<file path="src/rtl/pick_cards_if.sv">
// Player/consumer bus for the three-card picker: key and switch inputs, packed picks and status out.
interface pick_cards_if;
    logic        start;
    logic [3:0]  card_in;
    logic        select;
    logic        undo;
    logic        ack;
    logic [11:0] data_out;
    logic        valid;
    logic [1:0]  count;
    logic        error;
    logic        busy;

    modport master (
        output start, card_in, select, undo, ack,
        input  data_out, valid, count, error, busy
    );

    modport slave (
        input  start, card_in, select, undo, ack,
        output data_out, valid, count, error, busy
    );
endinterface

</file>
<file path="src/rtl/pick_cards.sv">
// Three distinct-card picker with undo; key edges take effect one cycle later on registered outputs.
// Picks are held in HOLD until ack; there is no other backpressure.
module pick_cards #(
    parameter int unsigned MAX_CARD = 9
) (
    input  logic       clk,
    input  logic       reset,
    pick_cards_if.slave bus
);
    typedef enum logic [1:0] {IDLE, PICK, HOLD} state_t;

    state_t      state, state_nxt;
    logic [11:0] data_q, data_nxt;
    logic [1:0]  count_q, count_nxt;
    logic        valid_q, valid_nxt;
    logic        error_q, error_nxt;
    logic        busy_q, busy_nxt;
    logic        select_q, undo_q;
    logic        select_edge, undo_edge;
    logic        card_dup, card_legal;

    assign select_edge = bus.select & ~select_q;
    assign undo_edge   = bus.undo & ~undo_q;

    // Only occupied slots (index below count) take part in the duplicate check.
    always_comb begin
        card_dup = 1'b0;
        for (int i = 0; i < 3; i++) begin
            if ((2'(i) < count_q) && (data_q[i*4 +: 4] == bus.card_in)) begin
                card_dup = 1'b1;
            end
        end
        card_legal = (bus.card_in != 4'd0) && ({28'd0, bus.card_in} <= MAX_CARD) && !card_dup;
    end

    always_comb begin
        state_nxt = state;
        data_nxt  = data_q;
        count_nxt = count_q;
        valid_nxt = valid_q;
        busy_nxt  = busy_q;
        error_nxt = 1'b0;
        case (state)
            IDLE: begin
                if (bus.start) begin
                    state_nxt = PICK;
                    data_nxt  = '0;
                    count_nxt = '0;
                    valid_nxt = 1'b0;
                    busy_nxt  = 1'b1;
                end
            end
            PICK: begin
                // Undo wins over a simultaneous select edge.
                if (undo_edge) begin
                    if (count_q != 2'd0) begin
                        count_nxt = count_q - 2'd1;
                        data_nxt[{count_nxt, 2'b00} +: 4] = 4'd0;
                    end else begin
                        error_nxt = 1'b1;
                    end
                end else if (select_edge) begin
                    if (card_legal) begin
                        data_nxt[{count_q, 2'b00} +: 4] = bus.card_in;
                        count_nxt = count_q + 2'd1;
                        if (count_q == 2'd2) begin
                            state_nxt = HOLD;
                            valid_nxt = 1'b1;
                        end
                    end else begin
                        error_nxt = 1'b1;
                    end
                end
            end
            HOLD: begin
                if (bus.ack) begin
                    state_nxt = IDLE;
                    valid_nxt = 1'b0;
                    busy_nxt  = 1'b0;
                    count_nxt = '0;
                end
            end
            default: state_nxt = IDLE;
        endcase
    end

    always_ff @(posedge clk) begin
        if (reset) begin
            state    <= IDLE;
            data_q   <= '0;
            count_q  <= '0;
            valid_q  <= 1'b0;
            error_q  <= 1'b0;
            busy_q   <= 1'b0;
            select_q <= 1'b0;
            undo_q   <= 1'b0;
        end else begin
            state    <= state_nxt;
            data_q   <= data_nxt;
            count_q  <= count_nxt;
            valid_q  <= valid_nxt;
            error_q  <= error_nxt;
            busy_q   <= busy_nxt;
            select_q <= bus.select;
            undo_q   <= bus.undo;
        end
    end

    assign bus.data_out = data_q;
    assign bus.count    = count_q;
    assign bus.valid    = valid_q;
    assign bus.error    = error_q;
    assign bus.busy     = busy_q;
endmodule

</file>
<file path="src/flat_wrapper.sv">
// flat-port wrapper written by rule: the top's interface ports become plain ports
module pick_cards_flat 
#(
    parameter int unsigned MAX_CARD = 9
)
  (clk, reset, bus_start, bus_card_in, bus_select, bus_undo, bus_ack, bus_data_out, bus_valid, bus_count, bus_error, bus_busy);
  pick_cards_if bus_i ();
  input  logic clk;
  input  logic reset;
  input wire logic [$bits(bus_i.start)-1:0] bus_start;
  input wire logic [$bits(bus_i.card_in)-1:0] bus_card_in;
  input wire logic [$bits(bus_i.select)-1:0] bus_select;
  input wire logic [$bits(bus_i.undo)-1:0] bus_undo;
  input wire logic [$bits(bus_i.ack)-1:0] bus_ack;
  output wire logic [$bits(bus_i.data_out)-1:0] bus_data_out;
  output wire logic [$bits(bus_i.valid)-1:0] bus_valid;
  output wire logic [$bits(bus_i.count)-1:0] bus_count;
  output wire logic [$bits(bus_i.error)-1:0] bus_error;
  output wire logic [$bits(bus_i.busy)-1:0] bus_busy;
  assign bus_i.start = bus_start;
  assign bus_i.card_in = bus_card_in;
  assign bus_i.select = bus_select;
  assign bus_i.undo = bus_undo;
  assign bus_i.ack = bus_ack;
  assign bus_data_out = bus_i.data_out;
  assign bus_valid = bus_i.valid;
  assign bus_count = bus_i.count;
  assign bus_error = bus_i.error;
  assign bus_busy = bus_i.busy;
  pick_cards #(.MAX_CARD(MAX_CARD)) u_core (.clk(clk), .reset(reset), .bus(bus_i));
endmodule
</file>
<file path="config.mk">
export PLATFORM = sky130hd
export DESIGN_NAME = pick_cards_flat
export DESIGN_NICKNAME = d
export VERILOG_FILES = /design/src/rtl/pick_cards_if.sv /design/src/rtl/pick_cards.sv /design/src/flat_wrapper.sv
export SDC_FILE = /design/constraint.sdc
export NUM_CORES = 1
export LEC_CHECK = 0
export ABC_AREA = 1
export CORE_MARGIN = 4
export CORE_UTILIZATION = 47
export CTS_CLUSTER_DIAMETER = 30
export DETAILED_ROUTE_END_ITERATION = 12
export PLACE_DENSITY = 0.75
export SLEW_MARGIN = 15
export SYNTH_ARGS = -nofsm -noshare
export SYNTH_HDL_FRONTEND = slang
export SYNTH_SLANG_ARGS = --single-unit
</file>
<file path="constraint.sdc">
create_clock -name clk -period 1.78 [get_ports clk]
set_clock_uncertainty 0.1 [all_clocks]
set_input_delay 0.356 -clock clk [delete_from_list [all_inputs] [get_ports clk]]
set_output_delay 0.356 -clock clk [all_outputs]
set_load 0.02 [all_outputs]
</file>
# [After elaboration in Yosys (flattened, before gate mapping)]
# Cells that the tools add are included.
[totals] ff_bits=21 latchBits=0 ramBits=0 rom_bits=0 inputBits=10 out_inout_bits=17 word_cells=95 n_memories=0
[op_classes] addsub=4 n_mul=0 div=0 n_lt_le_gt_ge=4 eq_ne=15 n_shift=4 n_mux=37 n_bitwise=5 n_reduce_logical=18
[op_table] operator="$mux 12" count=5
[op_table] operator="$bwmux 12" count=2
[op_table] operator="$pmux 12 s2" count=1
[op_table] operator="$shift 4x6->12 const A" count=2
[op_table] operator="$mux 2" count=11
[op_table] operator="$mux 1" count=14
[op_table] operator="$eq 4x4->1" count=3
[op_table] operator="$neg 4->6" count=2
[op_table] operator="$pmux 2 s3" count=2
[op_table] operator="$reduce_and 6->1" count=2
[op_table] operator="$shiftx 4x6->12" count=1
[op_table] operator="$shiftx 4x6->12 const A" count=1
[op_table] operator="$reduce_and 7->1" count=1
[op_table] operator="$ne 2x1->1 const B" count=3
[op_table] operator="$ne 2x2->1 const B" count=3
[op_table] operator="$ne 3x1->1 const B" count=2
[op_table] operator="$reduce_bool 2->1" count=3
[op_table] operator="$logic_and 1x1->1" count=5
[op_table] operator="$reduce_and 5->1" count=1
[op_table] operator="$eq 2x2->1 const B" count=2
[op_table] operator="$le 4x4->1 const B" count=1
[op_table] operator="$lt 1x2->1 const A" count=2
[op_table] operator="$reduce_bool 4->1" count=1
[op_table] operator="$ne 3x3->1 const B" count=1
[op_table] operator="other kinds (13)" count=16

# [Logic depth before layout (Yosys ltp)]
[logic_depth] word_depth=11 ltp_mapped=14 depth_no_buf=14

# [Worst setup path after synthesis]
# No wires, ideal clock.
[synth_path] path_kind="reg-to-reg" startpoint="reg u_core.count_q[0] (netlist: u_core.bus.count[0])" endpoint="reg u_core.data_q[0] (netlist: u_core.bus.data_out[0])" setup_time_ns=0.110 t_arrival_ns=1.769 required_ns=1.570 slack_ns=-0.199 stages_incl_launch_ff=10 path_buffers=1 period_less_slack_ns=1.979 cell_sequence="dfxtp_1 inv_1 ha_1 inv_1 nor3_1 nor2_1 buf_4 nand4_1 nand2_1 nor2_2"
[synth_via] elab_chain_cells=9 elab_cells_between_ends=29 classes_between="add/sub (3); order compare (3); eq/ne (2); shift (4); mux (10); reduce/logical (7)"
[synth_lines] element="from (decl)" line="pick_cards.sv:14" source="logic [1:0] count_q, count_nxt;"
[synth_lines] element="from (signal assigned)" line="pick_cards.sv:100" source="count_q <= count_nxt;"
[synth_lines] element="parallel branches: the longest is 9 deep, another holds $neg 4->6"
[synth_lines] element="to (signal assigned)" line="pick_cards.sv:99" source="data_q <= data_nxt;"
[synth_lines] element="to (decl)" line="pick_cards.sv:13" source="logic [11:0] data_q, data_nxt;"
# Several ways; the timed one is not identified. The select of a mux whose other input is x is not followed.
# A chain may end at the register's enable or synchronous reset.

# [Final worst setup path]
[layout_path] startpoint="reg u_core.count_q[0] (netlist: u_core.bus.count[0])" endpoint="reg u_core.data_q[11] (netlist: u_core.bus.data_out[11])"
# Same word-level chain as after synthesis.

==> results by group <==
Global routing
  • Number of global-route vias before repair: 1625
  • Initial antenna violation count: 0
  • GRT Overall Usage: 20.1%
  • GRT overflow: 0
  • Largest net degree at the start of global routing: 16
  • Global-route wire length before repair: 6.96 mm

Clock network
  • Hold_buf cts: 0
  • Clk sinks: 21
  • Skew-Pair Late Insertion Delay: 0.31 ns
  • CTS tree: yes
  • Htree depth: 1
  • Root Driver: clkbuf_4
  • Worst-case clock buffer depth: 2
  • Num CTS Buffers: 3
  • Clock transition at path regs: 0.13 ns

Worst setup path
  • Critical R2R Launch: u_core.bus.count[0]$_SDFFE_PP0P_
  • Worst Path Max Fanout: 4
  • CP arrival: 1.90 ns
  • Worst Path Required: 1.93 ns
  • Worst path slowest cell: dfxtp_4
  • Worst setup EP type: register
  • Critical Path Most Common Cell: nand2_1
  • Critical path class: register to register
  • Crit path from: u_core.bus.count[0]$_SDFFE_PP0P_
  • Crit path cell chain: inv_1, buf_4, ha_1, nand2_1, nor3_2, buf_4, nand2_1, nand4_1, nand2_1, nor2_1
  • CP top delay family: simple AND/OR/NAND/NOR gates
  • CP peak stage delay: 0.39 ns
  • Crit path buf inv count: 3
  • Startpoint types: register

Die
  • Total I/O pin count: 27
  • Core Region: 3100 sq um
  • Die Ht: 65.3 microns
  • Site row count: 20
  • Die ar.: 4260 sq um
  • Initial Util: 49.7%
  • Die extent in x: 65.3 microns

Place
  • Placer's final routability congestion estimate: 0.912
  • Placed cells: 339
  • Pre-CTS setup slack: -0.477 ns
  • HPWL after DPL: 2.95 mm
  • Port bufs: 26

Logic synthesis
  • Area contributors post-synth: dfxtp_1, nand2_1, inv_1, nor2_1, nand4_1
  • Syn_nets: 267
  • Register area share after synthesis: 27.3%
  • Mapped Cells: 252
  • YS warnings: 0
  • Flop and latch count out of synthesis: 21
  • Synthesized cell area: 1540 sq um
  • Avg Cell Area, Syn: 6.12 sq um
  • Yosys top cell by area: dfxtp_1
  • Netlist cell types: 28
  • Top cell type's share of synthesized area: 27.3%

STA
  • RSZ-0062 raised after global routing: yes
  • Final setup vio count: 0
  • Final period util: 97.9%
  • Slew Viols, Final: 0
  • Relative slew slack: 71.3%
  • Final Hold Vio Count: 0
  • Fmax: 0.574 GHz
  • Final WS setup: 0.0368 ns
  • Measured slew at the worst slew-check pin: 0.430 ns
  • Setup_tns: 0 ns
  • Period minus WS final: 1.74 ns

Cells and area
  • # diodes: 0
  • Layout area overhead: 40.9%
  • Proportion of layout cells with a drive suffix above 1: 24.0%
  • Fin nets: 320
  • Core Util, Final: 70.0%
  • Layout Cells excl Fill: 348

Route
  • Routed Antenna Nets: 0
  • Vias per cell: 4.91
  • DRT iter0 DRCs: 118
  • Average wire per standard cell: 12.1 microns
  • Initial DRT Pass Iterations: 4
  • Remaining DRCs: 0
  • Routed vias: 1707
  • Final wirelength: 4.19 mm

Flow run
  • Max-cap viol count: 0

Power
  • Peak supply drop: 0.552 mV
  • Leak: 1.19 nW
  • Power Dens Cells: 756 nW/um^2

Min path
  • Hold Crit Start: u_core.bus.valid$_SDFFE_PP0P_
  • Min-Delay Path Class: register to register

Run status
  • Status: finished, final reports clean
==> logic make-up after synthesis <==
| group | share of synthesized area, % |
|---|---|
| simple gates | 48.2 |
| xor+xnor | 0.568 |
| flops | 27.3 |
| compound gates | 4.78 |
| fa+ha+maj | 4.06 |
| buf+inv | 15.2 |
==> cells in the mapped netlist <==
cell type,number
a31oi_1,1
nand3_1,4
a21oi_1,9
nor4_2,1
buf_4,2
inv_1,40
nor2_1,39
nor2_4,2
nand2_8,1
nand2_2,2
nand2_1,78
inv_2,6
nand3_2,4
buf_6,2
buf_2,1
buf_8,1
ha_1,5
xnor2_1,1
nand4_1,14
nor3_1,7
a31oi_2,1
nor2_2,4
dfxtp_1,21
and3_1,1
o21ai_0,1
o21ai_1,1
clkbuf_1,1
nand2_4,2
==> where the power goes <==
group	switching (W)	internal, W	total, W
Clock	0.000157	0.0000840	0.000241
Sequential	0.0000498	0.000531	0.000580
Combinational	0.000481	0.000340	0.000821
==> cell usage in the layout (no fill, tap or decap), types with 7 or more instances in the layout <==
master | netlist | layout
nand4_1 | 14 | 14
nor2_1 | 39 | 35
inv_1 | 40 | 38
inv_2 | 6 | 7
clkdlybuf4s50_1 | 0 | 9
nor2_2 | 4 | 7
buf_4 | 2 | 26
dlymetal6s2s_1 | 0 | 7
dlygate4sd2_1 | 0 | 9
dfxtp_1 | 21 | 19
nand2_1 | 78 | 76
a21oi_1 | 9 | 7
==> tightest hold or removal path, delay by kind of cell (launching register included) <==
| kind | cells | cell delay, ns |
|---|---|---|
| compound gates | 1 | 0.05 |
| flops | 1 | 0.33 |
| simple gates | 1 | 0.06 |
==> metrics by stage <==
step | hold WS [ns] | area [sq um] | power (W)
after global routing | 0.413 | 2170 | 0.00177
after floorplan | 0.373 | 1550 | 0.00107
after global placement | 0.355 | 1990 | 0.00134
after detailed placement | 0.357 | 1990 | 0.00135
final | 0.374 | 2170 | 0.00164
after CTS | 0.377 | 2030 | 0.00158
==> sequential cells by signal (all words and copies together), names as in the netlist <==
signal               flops
u_core.undo_q            1
u_core.bus.data_out     12
u_core.select_q          1
u_core.state             2
u_core.bus.error         1
u_core.bus.busy          1
u_core.bus.count         2
u_core.bus.valid         1
==> final cells by class <==
class,instances,area (sq um)
Inverter,46,175
Sequential cell,21,425
Fill cell,275,930
Multi-Input combinational cell,180,1010
Clock buffer,3,22.5
Timing Repair Buffer,53,482
Clock inverter,1,5.00
Tap cell,44,55.1
==> metal layers <==
metal | part of all wire (%) | GRT usage [%]
met1 | 45 | 27.8
met2 | 46 | 31.5
met3 | 6.5 | 3.42
met5 | 0 | 0
met4 | 2.6 | 6.48
==> worst paths after layout <==
kind,slack (ns),cells after the start,endpoint
max,0.04,10,u_core.bus.data_out[11]$_SDFFE_PP0P_
min,0.37,2,u_core.bus.valid$_SDFFE_PP0P_
max reg2reg,0.04,10,u_core.bus.data_out[11]$_SDFFE_PP0P_
min reg2reg,0.37,2,u_core.bus.valid$_SDFFE_PP0P_
==> repair_timing <==
item,4_1_cts,5_1_grt
hold endpoints to repair,0,0
pin swaps,1,11
endpoints found under the setup margin,21,23
setup buffers,0,3
cloned,1,1
gates resized for setup,11,31
Power figures use the tool's default switching activity.
